## src/rtl/fetch_stage.sv

```systemverilog
// Instruction-fetch stage with IF/ID pipeline register.
// Keeps one request outstanding to a variable-latency instruction memory.
// Holds the fetch on StallD and redirects it on a taken branch from execute.
// Drives a NOP bubble into decode whenever no instruction is available, or on FlushD.
//
// Memory handshake: while imem_req is high, imem_addr is held stable.
// The request completes in the cycle in which imem_valid pulses high, and
// imem_rdata is sampled in that same cycle. Zero-wait responses are allowed.
// A request cannot be withdrawn, so a redirect that lands while a request is
// in flight waits in DRAIN for the stale response and then discards it.
module fetch_stage #(
    parameter logic [31:0] RESET_PC  = 32'h0000_0000,
    parameter logic [31:0] NOP_INSTR = 32'h0000_0013
) (
    input  logic        clk,
    input  logic        rst,
    input  logic        StallD,
    input  logic        FlushD,
    input  logic        PCSrcE,
    input  logic [31:0] PCTargetE,
    output logic        imem_req,
    output logic [31:0] imem_addr,
    input  logic        imem_valid,
    input  logic [31:0] imem_rdata,
    output logic [31:0] InstrD,
    output logic [31:0] PCD,
    output logic [31:0] PCPlus4D,
    output logic        ValidD,
    output logic        FetchBusyF,
    output logic [1:0]  state_dbg_o
);

    typedef enum logic [1:0] {
        FETCH = 2'd0,
        HELD  = 2'd1,
        DRAIN = 2'd2
    } state_e;

    state_e      state_q, state_d;
    logic [31:0] pcf_q, pcf_d;
    logic [31:0] req_addr_q, req_addr_d;
    logic [31:0] buf_q, buf_d;
    logic [31:0] instr_q, instr_d;
    logic [31:0] pcd_q, pcd_d;
    logic [31:0] pcplus4_q, pcplus4_d;
    logic        valid_q, valid_d;

    logic        avail;
    logic [31:0] avail_instr;
    logic [31:0] pcf_plus4;

    assign pcf_plus4 = pcf_q + 32'd4;

    // Fetch-side registers: PC, request address, FSM state and the holding buffer.
    always_ff @(posedge clk or posedge rst) begin
        if (rst) begin
            state_q    <= FETCH;
            pcf_q      <= RESET_PC;
            req_addr_q <= RESET_PC;
            buf_q      <= NOP_INSTR;
        end else begin
            state_q    <= state_d;
            pcf_q      <= pcf_d;
            req_addr_q <= req_addr_d;
            buf_q      <= buf_d;
        end
    end

    // Fetch FSM next state. A redirect takes priority over a stall.
    always_comb begin
        state_d    = state_q;
        pcf_d      = pcf_q;
        req_addr_d = req_addr_q;
        buf_d      = buf_q;
        unique case (state_q)
            FETCH: begin
                if (PCSrcE) begin
                    pcf_d = PCTargetE;
                    if (imem_valid) begin
                        req_addr_d = PCTargetE;
                    end else begin
                        state_d = DRAIN;
                    end
                end else if (imem_valid) begin
                    if (StallD) begin
                        buf_d   = imem_rdata;
                        state_d = HELD;
                    end else begin
                        pcf_d      = pcf_plus4;
                        req_addr_d = pcf_plus4;
                    end
                end
            end
            HELD: begin
                if (PCSrcE) begin
                    pcf_d      = PCTargetE;
                    req_addr_d = PCTargetE;
                    state_d    = FETCH;
                end else if (!StallD) begin
                    pcf_d      = pcf_plus4;
                    req_addr_d = pcf_plus4;
                    state_d    = FETCH;
                end
            end
            DRAIN: begin
                if (PCSrcE) begin
                    pcf_d = PCTargetE;
                end
                // When the stale response arrives, restart at the current PC,
                // or at a target that is redirecting in this same cycle.
                if (imem_valid) begin
                    req_addr_d = PCSrcE ? PCTargetE : pcf_q;
                    state_d    = FETCH;
                end
            end
            default: begin
                state_d = FETCH;
            end
        endcase
    end

    // Instruction available to decode this cycle. A redirect kills any candidate word.
    always_comb begin
        avail       = 1'b0;
        avail_instr = NOP_INSTR;
        if (!PCSrcE) begin
            if (state_q == FETCH && imem_valid) begin
                avail       = 1'b1;
                avail_instr = imem_rdata;
            end else if (state_q == HELD) begin
                avail       = 1'b1;
                avail_instr = buf_q;
            end
        end
    end

    // IF/ID next value. Priority order: flush, then stall, then load, else bubble.
    always_comb begin
        instr_d   = instr_q;
        pcd_d     = pcd_q;
        pcplus4_d = pcplus4_q;
        valid_d   = valid_q;
        if (FlushD) begin
            instr_d   = NOP_INSTR;
            pcd_d     = 32'd0;
            pcplus4_d = 32'd0;
            valid_d   = 1'b0;
        end else if (!StallD) begin
            if (avail) begin
                instr_d   = avail_instr;
                pcd_d     = pcf_q;
                pcplus4_d = pcf_plus4;
                valid_d   = 1'b1;
            end else begin
                instr_d   = NOP_INSTR;
                pcd_d     = 32'd0;
                pcplus4_d = 32'd0;
                valid_d   = 1'b0;
            end
        end
    end

    // IF/ID pipeline register.
    always_ff @(posedge clk or posedge rst) begin
        if (rst) begin
            instr_q   <= NOP_INSTR;
            pcd_q     <= 32'd0;
            pcplus4_q <= 32'd0;
            valid_q   <= 1'b0;
        end else begin
            instr_q   <= instr_d;
            pcd_q     <= pcd_d;
            pcplus4_q <= pcplus4_d;
            valid_q   <= valid_d;
        end
    end

    // The request is gated by rst so that it drops at once while reset is held.
    assign imem_req    = !rst && (state_q != HELD);
    assign imem_addr   = req_addr_q;
    assign FetchBusyF  = (state_q == DRAIN) || (state_q == FETCH && !imem_valid);
    assign InstrD      = instr_q;
    assign PCD         = pcd_q;
    assign PCPlus4D    = pcplus4_q;
    assign ValidD      = valid_q;
    assign state_dbg_o = state_q;

endmodule

```

## config.mk

```make
export PLATFORM = sky130hd
export DESIGN_NAME = fetch_stage
export DESIGN_NICKNAME = d
export VERILOG_FILES = /design/src/rtl/fetch_stage.sv
export SDC_FILE = /design/constraint.sdc
export NUM_CORES = 1
export LEC_CHECK = 0
export BUFFER_PORTS_ARGS = -buffer_cell sky130_fd_sc_hd__buf_2
export CORE_AREA = 2 2 137 139
export DETAILED_ROUTE_END_ITERATION = 8
export DIE_AREA = 0 0 139 141
export GPL_TIMING_DRIVEN = 1
export HOLD_SLACK_MARGIN = 0.15
export PLACE_DENSITY = 0.84
export SLEW_MARGIN = 10
export SYNTH_ARGS = -nofsm -noshare
export SYNTH_HDL_FRONTEND = slang
export SYNTH_SLANG_ARGS = --single-unit
```

## constraint.sdc

```tcl
create_clock -name clk -period 6.85 [get_ports clk]
set_clock_uncertainty 0.1 [all_clocks]
set_input_delay 0 -clock clk [delete_from_list [all_inputs] [get_ports clk]]
set_output_delay 0 -clock clk [all_outputs]
set_load 0.05 [all_outputs]
```

==> metrics, run 1 <==
Clock Path Buffers 2; mapped cell area 9732 sq um; pwr dens 259.4 nW/um^2; setup tns final 0 ps; final hold vios 0; input/output buffers 202; initial DRC count 974; initial antenna violation count 1; Sw Share 0.3571; largest net degree at the start of global routing 119; WP data arrival 3180 ps; Vias/cell 6.337; Final period util 0.4304; GR Util All Layers 0.3022; Post-route DRC 0; cts repair resizes 0; post-route ant nets 0; switching power 0.001114 W; Rows 50; Max Cap Violations 0; clock-pin slew on the worst setup and hold paths 80 ps; die area 19,600 sq um; final setup fails 0; Root Buffer clkbuf_16; Clk Latency, worst-skew pair 440 ps; Worst Tran Pin Value 1221 ps; NumNets Final 1,260; clock share of power 0.320; unrepaired setup endpoints after global routing false; I/O pin count 203; Max IR drop VDD 0.1870 mV; Crit path largest cell delay 980 ps; status completed; vias in the first global route 9,004; Starting Density 0.5327; drt total wl 29,740 um; CP required 7080 ps; Leakage 5.527 nW; most used routing layer met2; P_int 0.002005 W; post-route setup slack 3901 ps; Final HPWL DP 18,310 um; FMAX 339.1 MHz; Core Footprint 18,270 sq um; Synthesized Nets 1,054; Die Height 141 um; H-tree Lvls 4; Place WS 4046 ps; crit end category flop; Flop pwr share 0.456; Crit path max-delay family simple AND/OR/NAND/NOR gates; CP Max Fanout 12; Seq/Total Area, Yosys 0.4970; Worst setup SP type flop; EDFF count, synth 0; Yosys warnings 0; post-synthesis cell type count 66; chip width 139 um; # fillers 1,403; CP Buf/Inv Count 0; crit path cell chain ha_1 > nand3_1 > nor3_1 > o21ai_0 > a22o_1; CP Class reg2reg; ys flop type dfrtp_1; final worst path period need 2949 ps; share of layout cells above drive strength 1 0.2504; slew margin rel. 0.1861; critical path's slowest cell nor3_1; Wirelength per Cell 20.70 um; Max Slew Vio Count 0; clock sink count 193; DR pass1 iterations 5; Vias 9,106; CTS tree yes; combinational share of power 0.225; Layout area overhead 23.57%; met1 Usage GRT 0.3996; gpl congestion 0.8734; number of synthesized register bits 193; Avg Cell Area, Syn 9.900 sq um; first-pass GRT wire length 47,470 um; Syn Inst Count 983; met2 Usage GRT 0.4623; number of buffers created by CTS 17; total gr overflow 0; worst min-delay path class in2async; grt met3 use 0.07405; asr flop ratio synth 1.000
[synthesized netlist by cell type, types with 4 or more instances]
cell	n	area, sq um
nand4b_1	6	52.55
buf_1	5	18.77
dfrtp_1	187	4679
buf_4	5	37.54
a211oi_1	8	60.06
o22ai_1	4	25.02
nor2b_1	7	43.79
nor4_1	14	87.58
o211ai_1	22	165.2
and4_1	10	87.58
nand3_1	43	215.2
nand2b_1	11	68.82
nand2_1	126	473.0
xor2_1	7	61.31
mux2i_1	37	370.4
and3_1	6	37.54
clkbuf_1	60	225.2
nor3_1	27	135.1
o21ai_0	68	340.3
xnor2_1	10	87.58
nand4_1	24	150.1
a21oi_1	10	50.05
and2_1	17	106.4
or3_1	6	37.54
mux2_2	33	371.6
a22o_1	30	262.8
or4_1	15	112.6
dfstp_2	6	157.7
nor2_1	36	135.1
a31oi_1	6	37.54
o31ai_1	8	60.06
buf_2	22	110.1
a311oi_1	6	52.55
a22oi_1	30	225.2
inv_1	11	41.29
o31a_1	5	43.79
o311ai_0	7	61.31
[final timing paths]
| path | slack, ps | cells after the start | end | from |
|---|---|---|---|---|
| hold reg to reg | 380 | 2 | PCD[27] | PCD[27] |
| setup reg to reg | 3900 | 5 | pcf_q[10] | pcf_q[2] |
| max in group asynchronous | 5040 | 4 | PCD[17] | rst |
| min in group clk | 190 | 4 | imem_addr[2] | PCSrcE |
| hold / removal | 150 | 3 | buf_q[7] | rst |
| setup / recovery | 3900 | 5 | pcf_q[10] | pcf_q[2] |
[area by class of cell]
cell class,count,area [sq um],share of cell area
timing repair buffer,282,1784,0.1484
multi-input combinational,684,4478,0.3724
clock buffer,18,439.2,0.03652
sequential,193,4837,0.4022
clock inverter,14,142.6,0.01186
tap,234,292.8,0.02435
inverter,11,48.80,0.004058
antenna,1,2.502,0.0002081
[sequential cells by signal (all words and copies together) (netlist names)]
| name | count |
|---|---|
| InstrD | 32 |
| PCD | 32 |
| buf_q | 32 |
| imem_addr | 32 |
| pcf_q | 32 |
| PCPlus4D | 30 |
| state_dbg_o | 2 |
| ValidD | 1 |
[what timing repair did]
item | 4_1_cts | 5_1_grt
hold endpoints to repair | 265 | 0
hold buffers | 69 | 0
setup endpoints to repair | 0 | 0
setup buffers | 0 | 0
[cell usage in the layout, fill, tap and decap left out, drive strengths merged, types with 8 or more instances in the layout]
cell	netlist	final
buf	34	213
dfrtp	187	187
nand2	126	126
dlygate4sd3	0	69
o21ai	68	68
nand3	43	43
mux2i	37	37
nor2	36	36
mux2	33	33
a22o	30	30
a22oi	30	30
nor3	27	27
nand4	27	27
o211ai	22	22
inv	11	19
clkbuf	61	18
and2	17	17
or4	17	17
nor4	15	15
nand2b	11	11
a21oi	11	11
and4	10	10
xnor2	10	10
o31ai	8	8
a211oi	8	8
[through the flow]
stage	instance area (sq um)	total power, W	hold WS (ps)	util	instances
floorplan	9732	0.001907	5.435	-	983
global placement	10740	0.002068	125.4	0.5880	1335
detailed placement	10740	0.002089	124.1	0.5880	1335
CTS	12010	0.003101	152.9	0.6577	1436
global route	12030	0.003232	201.5	0.6583	1437
finish	12030	0.003119	146.6	0.6583	1437
[worst register-to-register path, delay by kind of cell (launching register included)]
| family | cells | cell delay [ps] |
|---|---|---|
| AND/OR/NAND/NOR | 2 | 1430 |
| flip-flops | 1 | 550 |
| AO/OA/AOI/OAI | 2 | 450 |
| adder cells (fa/ha/maj) | 1 | 310 |
[kinds of logic (layout without fill, tap and decap cells)]
family                     count (synthesis)  in the layout  synth area share
adders and majority gates                  1              1          0.001285
other                                      0              1                 0
AOI/OAI and AO/OA                        233            233            0.1687
muxes                                     70             70           0.07624
and+or+nand+nor                          363            363            0.1941
buffers and inverters                    106            325           0.04731
xor gates and xnor gates                  17             17           0.01530
DFF                                      193            193            0.4970
[routing by layer]
| metal | vias up | share of wire |
|---|---|---|
| met5 | - | 0 |
| met4 | 0 | 0.047 |
| met3 | 112 | 0.088 |
| met2 | 534 | 0.46 |
| met1 | 4410 | 0.40 |
| li1 | 4050 | - |
[power by group through the flow]
stage                     combinational, W  sequential [W]  clock, W
after detailed placement          0.000657         0.00143         0
after global routing              0.000749         0.00144   0.00105
after CTS                         0.000691         0.00141  0.000998
after global placement            0.000643         0.00143         0
after floorplan                   0.000369         0.00154         0
final                             0.000701         0.00142  0.000998
(Power assumes the default switching activity.)
==> inputs of run 2 (changes only) <==
==> constraint.sdc (replaced) <==
create_clock -name clk -period 2.95 [get_ports clk]
set_clock_uncertainty 0.1 [all_clocks]
set_input_delay 0 -clock clk [delete_from_list [all_inputs] [get_ports clk]]
set_output_delay 0 -clock clk [all_outputs]
set_load 0.05 [all_outputs]
==> run 2 against run 1 <==
  * Core utilization grew 1.5 points
  * Clock power rose by 140%
  * Via count rose by 2.4%
  * Power increased by 140%
  * Critical path depth stayed put
  * Maximum frequency grew 12%
  * Final cell count grew 2.0%
  * First-iteration DRC count grew 2.0%
  * Die area unchanged
  * Critical path type unchanged
==> metrics, run 2 (synthesis results as in run 1) <==
WL met2 14,530 um (was 13,780 um); switching power 0.002604 W (was 0.001114 W); Setup crit end imem_addr[30] (was pcf_q[10]); Place WS 409.7 ps (was 4046 ps); combinational share of power 0.234 (was 0.225); Layout area overhead 26.46% (was 23.57%); final setup fails 0 (unchanged); Rows 50 (unchanged); initial DRC count 993 (was 974); Metal-1 WL 12,290 um (was 11,930 um); share of layout cells above drive strength 1 0.2632 (was 0.2504); area of placed instances 10,960 sq um (was 10,740 sq um); status completed (unchanged); Crit path largest cell delay 640 ps (was 980 ps); total gr overflow 0 (unchanged); internal reg-to-reg setup slack 320 ps (was 3900 ps); post-route ant nets 0 (unchanged); Flop pwr share 0.444 (was 0.456); CP Class reg2reg (unchanged); NumNets Final 1,289 (was 1,260); first-pass GRT wire length 49,080 um (was 47,470 um); Worst setup SP type flop (unchanged); clock-pin slew on the worst setup and hold paths 80 ps (about the same); Wirelength per Cell 21.24 um (was 20.70 um); Max IR drop VDD 0.4856 mV (was 0.1870 mV); final worst path period need 2635 ps (was 2949 ps); design area 12,310 sq um (was 12,030 sq um); vias in the first global route 8,975 (was 9,004); Max Slew Vio Count 0 (unchanged); final hold vios 0 (unchanged); initial antenna violation count 1 (unchanged); setup repair bufs after CTS 0 (unchanged); Sw Share 0.3538 (was 0.3571); post-route setup slack 315.2 ps (was 3901 ps); Max Cap Violations 0 (unchanged); Die Height 141 um (unchanged); Starting Density 0.5327 (unchanged); critical path depth in cells 5 (unchanged); Clk Latency, worst-skew pair 440 ps (about the same); cell count of the worst reg-to-reg path 5 (unchanged); P_int 0.004757 W (was 0.002005 W); crit end category flop (unchanged); non-filler cells, final 1,466 (was 1,437); I/O pin count 203 (unchanged); DR pass1 iterations 6 (was 5); CP Buf/Inv Count 0 (unchanged); worst min-delay path class in2reg (was in2async); Final HPWL DP 19,460 um (was 18,310 um); Worst Tran Pin Value 847.3 ps (was 1221 ps); Root Buffer clkbuf_16 (unchanged); input/output buffers 202 (unchanged); unrepaired setup endpoints after global routing false (unchanged); most common cell after layout, fill and taps aside buf_2 (unchanged); Final period util 0.8931 (was 0.4304); die area 19,600 sq um (unchanged); drt total wl 31,140 um (was 29,740 um); Leakage 5.667 nW (was 5.527 nW); placed cells 1,358 (was 1,335); critical path's slowest cell or4b_1 (was nor3_1); number of buffers created by CTS 17 (unchanged); pwr dens 598.1 nW/um^2 (was 259.4 nW/um^2); gpl congestion 0.9353 (was 0.8734); crit path cell chain ha_1 > and3_1 > nand4_1 > or4b_1 > nand3_1 (was ha_1 > nand3_1 > nor3_1 > o21ai_0 > a22o_1); CTS tree yes (unchanged); slew margin rel. 0.4299 (was 0.1861); clock share of power 0.322 (was 0.320); GR Util All Layers 0.3140 (was 0.3022); FMAX 379.5 MHz (was 339.1 MHz); clock sink count 193 (unchanged); top sig layer met4 (unchanged); CP Max Fanout 10 (was 12); Critical R2R Launch pcf_q[2] (unchanged); most frequent cells in the layout 202 x buf_2, 187 x dfrtp_1, 126 x nand2_1 (unchanged); r2r endpoint imem_addr[30] (was pcf_q[10]); Core Footprint 18,270 sq um (unchanged); Vias/cell 6.363 (was 6.337); met3 WL 2913 um (was 2626 um); Post-route DRC 0 (unchanged); chip width 139 um (unchanged); Clock Path Buffers 2 (unchanged); CP startpoint pcf_q[2] (unchanged); largest net degree at the start of global routing 124 (was 119); hold path cells 3; Core Util, Final 0.6737 (was 0.6583); Crit path max-delay family simple AND/OR/NAND/NOR gates (unchanged); CP required 3230 ps (was 7080 ps); Vias 9,328 (was 9,106); setup tns final 0 ps (unchanged); H-tree Lvls 4 (unchanged); WP data arrival 2910 ps (was 3180 ps)
run 2: cell types whose count changed in the layout (fill, tap and decap cells not counted), sizes merged:
| cell | before | now |
|---|---|---|
| dlygate4sd3 | 69 | 75 |
| buf | 213 | 236 |
| inv | 19 | 18 |
| clkbuf | 18 | 17 |
| bufinv | 0 | 1 |
| clkinvlp | 2 | 3 |
run 2: power groups by stage:
stage          Sequential [W]  Combinational (W)  Clock, W
6_report              0.00327            0.00173   0.00237
5_1_grt               0.00331            0.00184   0.00248
4_1_cts               0.00325            0.00170   0.00237
3_5_place_dp          0.00330            0.00161         0
3_3_place_gp          0.00328            0.00157         0
2_1_floorplan         0.00357           0.000857         0
run 2: worst min-delay path by stage:
stage                      to            from  slack [ps]
global placement     buf_q[5]             rst         -30
finish              buf_q[24]  imem_rdata[24]         240
global route        buf_q[26]  imem_rdata[26]         230
CTS                 buf_q[29]  imem_rdata[29]         230
floorplan            pcf_q[0]    PCTargetE[0]           5
detailed placement   buf_q[5]             rst         -30
run 2: metrics by stage:
| step | hold slack, ps | total power [W] |
|---|---|---|
| 4_1_cts | 230.2 | 0.007319 |
| 2_1_floorplan | 5.435 | 0.004429 |
| 6_report | 242.4 | 0.007361 |
| 5_1_grt | 232.4 | 0.007617 |
| 3_5_place_dp | -27.26 | 0.004902 |
| 3_3_place_gp | -29.37 | 0.004843 |
run 2: cell type report:
cell class / instances / area [sq um]
diodes: 1 / 2.502
clock buffers: 17 / 425.4
clock inverters: 15 / 167.7
fillers: 1397 / 5961
inverters: 11 / 45.04
multi-input cells: 684 / 4469
flip-flops and latches: 193 / 4837
well taps: 234 / 292.8
repair buffers: 311 / 2067
run 2: what timing repair did:
action / CTS / global route
hold buffers: 75 / 0
gates resized for setup: 0 / 0
hold endpoints to repair: 354 / 0
run 2: worst register-to-register path, cell delays in order (launching register included):
cell     delay, ps
dfrtp_1        530
ha_1           300
and3_1         440
nand4_1        470
or4b_1         640
nand3_1        100
run 2: per-layer routing:
layer,vias up,GRT usage
met5,-,0
met4,0,0.1446
met3,115,0.06420
met2,615,0.4885
met1,4500,0.4277
li1,4098,-
==> inputs of run 3 (changes only) <==
--- a/config.mk
+++ b/config.mk
@@ -5,10 +5,11 @@
 export SDC_FILE = /design/constraint.sdc
 export NUM_CORES = 1
 export LEC_CHECK = 0
+export ABC_AREA = 1
 export BUFFER_PORTS_ARGS = -buffer_cell sky130_fd_sc_hd__buf_2
-export CORE_AREA = 2 2 137 139
+export CORE_AREA = 2 2 132 134
 export DETAILED_ROUTE_END_ITERATION = 8
-export DIE_AREA = 0 0 139 141
+export DIE_AREA = 0 0 134 136
 export GPL_TIMING_DRIVEN = 1
 export HOLD_SLACK_MARGIN = 0.15
 export PLACE_DENSITY = 0.84
==> run 3 against run 2 <==
  * Global-route usage is 0.16 points lower
  * Maximum frequency is 8.8% higher
  * First-iteration DRC count is 14% lower
  * Worst hold slack worse by 33 ps
  * Critical path depth is 2 higher
  * Power is 1.7% higher
  * Synthesized cell count is 12% higher
  * Synthesized area is 8.1% lower
  * Final area is 6.9% lower
  * Critical path type unchanged
  * Critical endpoint is now imem_addr[14]
  * Largest power group unchanged
  * Highest routed layer unchanged
==> metrics, run 3 <==
I/O pin count 203 (unchanged); asr flop ratio synth 1.000 (unchanged); Die Height 136 um (was 141 um); Final HPWL DP 17,750 um (was 19,460 um); status completed (unchanged); Worst Tran Pin Value 1097 ps (was 847.3 ps); top post-synthesis cells by area dfrtp_1 52%, nand2_1 17%, a22o_1 4.5% (was dfrtp_1 48%, nand2_1 4.9%, mux2_2 3.8%); Yosys warnings 0 (unchanged); total gr overflow 0 (unchanged); Crit path largest cell delay 790 ps (was 640 ps); post-synthesis cell type count 26 (was 66); CTS tree yes (unchanged); setup repair bufs after CTS 0 (unchanged); critical path's slowest cell inv_1 (was or4b_1); drt total wl 28,010 um (was 31,140 um); Core Footprint 16,880 sq um (was 18,270 sq um); Avg Cell Area, Syn 8.105 sq um (was 9.900 sq um); cts repair resizes 0 (unchanged); H-tree Lvls 4 (unchanged); Seq/Total Area, Yosys 0.5411 (was 0.4970); Core Util, Final 0.6788 (was 0.6737); Worst setup SP type flop (unchanged); CP most frequent cell inv_1; Synth top area share 0.5234 (was 0.4808); DR pass1 iterations 6 (unchanged); most common cell after layout, fill and taps aside nand2_1 (was buf_2); setup tns final 0 ps (unchanged); Syn Inst Count 1,103 (was 983); Max Cap Violations 0 (unchanged); gpl congestion 0.9323 (was 0.9353); clock-pin slew on the worst setup and hold paths 80 ps (about the same); slew margin rel. 0.2676 (was 0.4299); WP data arrival 2710 ps (was 2910 ps); Vias 8,891 (was 9,328); final worst path period need 2421 ps (was 2635 ps); Clk Latency, worst-skew pair 460 ps (was 440 ps); unrepaired setup endpoints after global routing false (unchanged); FMAX 413.0 MHz (was 379.5 MHz); GR Util All Layers 0.3123 (was 0.3140); mapped cell area 8940 sq um (was 9732 sq um); most frequent cells in the layout 408 x nand2_1, 202 x buf_2, 187 x dfrtp_1 (was 202 x buf_2, 187 x dfrtp_1, 126 x nand2_1); die area 18,220 sq um (was 19,600 sq um); crit path cell chain inv_1 > nand2_1 > inv_1 > o21ai_2 > inv_1 > nand3_1 > nand2_1 (was ha_1 > and3_1 > nand4_1 > or4b_1 > nand3_1); Clock Path Buffers 2 (unchanged); clock sink count 193 (unchanged); Post-route DRC 0 (unchanged); number of synthesized register bits 193 (unchanged); number of buffers created by CTS 17 (unchanged); Post-synth top cells 408 x nand2_1, 187 x dfrtp_1, 89 x inv_1 (was 187 x dfrtp_1, 126 x nand2_1, 68 x o21ai_0); post-route ant nets 0 (unchanged); input/output buffers 202 (unchanged); Final period util 0.8207 (was 0.8931); CP Class reg2reg (unchanged); placed cells 1,490 (was 1,358); NumNets Final 1,427 (was 1,289); Vias/cell 5.578 (was 6.363); share of layout cells above drive strength 1 0.1965 (was 0.2632); final setup fails 0 (unchanged); CP Buf/Inv Count 3 (was 0); EDFF count, synth 0 (unchanged); initial DRC count 853 (was 993); Layout area overhead 28.15% (was 26.46%); largest net degree at the start of global routing 117 (was 124); worst min-delay path class in2async (was in2reg); most numerous cell in the Yosys netlist nand2_1 (was dfrtp_1); antenna diode instance count 0 (was 1); Max IR drop VDD 0.4717 mV (was 0.4856 mV); CP required 3240 ps (was 3230 ps); Root Buffer clkbuf_16 (unchanged); Starting Density 0.5297 (was 0.5327); CP Max Fanout 31 (was 10); pwr dens 653.6 nW/um^2 (was 598.1 nW/um^2); ys flop type dfrtp_1 (unchanged); vias in the first global route 8,611 (was 8,975); non-filler cells, final 1,594 (was 1,466); initial antenna violation count 0 (was 1); chip width 134 um (was 139 um); Leakage 6.106 nW (was 5.667 nW); crit end category flop (unchanged); Max Slew Vio Count 0 (unchanged); Wirelength per Cell 17.57 um (was 21.24 um); Rows 48 (was 50); first-pass GRT wire length 44,350 um (was 49,080 um); final hold vios 0 (unchanged); Crit path max-delay family buffers and inverters (was simple AND/OR/NAND/NOR gates); Synthesized Nets 1,174 (was 1,054); post-synth top area cell dfrtp_1 (unchanged)
-- run 3: power by group --
part           leakage, nW  total [W]  internal [W]  switching (W)
Sequential            2.51    0.00326       0.00299       0.000273
Combinational         3.31    0.00190      0.000529        0.00137
Clock                0.284    0.00233       0.00114        0.00118
Total                 6.11    0.00749       0.00466        0.00283
-- run 3: path summary, 6_finish.rpt --
check	start	to	slack, ps	depth (start not counted)
worst min-delay path	rst	imem_addr[15]	210	4
worst max register to register	state_dbg_o[1]	imem_addr[14]	530	7
worst min register to register	buf_q[0]	buf_q[0]	370	2
worst max-delay path	state_dbg_o[1]	imem_addr[14]	530	7
min in group clk	imem_rdata[4]	buf_q[4]	230	4
max in group asynchronous	rst	pcf_q[2]	1660	4
-- run 3: cell type report --
cell class	instances	area [sq um]
inverters	91	345.3
repair buffers	291	1872
clock inverters	15	161.4
fillers	1305	5420
well taps	225	281.5
flip-flops and latches	193	4837
multi-input cells	762	3533
clock buffers	17	425.4
-- run 3: worst min-delay path, delay by kind of cell --
family	cells	cell delay, ps
buffers and inverters	4	1230
-- run 3: cell families (layout without fill, tap and decap cells) --
group | Yosys count | in the layout | synth area share
fa+ha+maj | 1 | 1 | 0.001399
xor+xnor | 7 | 7 | 0.006858
flops | 193 | 193 | 0.5411
simple gates | 549 | 549 | 0.2438
buf+inv | 148 | 414 | 0.06522
compound gates | 205 | 205 | 0.1416
-- run 3: per-layer routing --
layer / up-vias / track usage / part of all wire
met5: - / 0 / 0
met4: 0 / 0.1454 / 0.033
met3: 77 / 0.06525 / 0.086
met2: 485 / 0.5131 / 0.49
met1: 4238 / 0.3994 / 0.39
li1: 4091 / - / -
-- run 3: through the flow --
stage          power, W  setup WS (ps)  hold slack (ps)  area [sq um]
5_1_grt        0.007807          330.2            268.5         11460
2_1_floorplan  0.004557          364.5           -33.24          8944
4_1_cts        0.007465          587.9            226.1         11460
3_3_place_gp   0.005038          775.5            111.9         10150
3_5_place_dp   0.005085          640.6            120.0         10150
6_report       0.007488          528.8            209.3         11460
-- run 3: what timing repair did --
item                                    4_1_cts  5_1_grt
hold buffers                                 72        0
endpoints found under the setup margin        0        0
hold endpoints to repair                    361        0
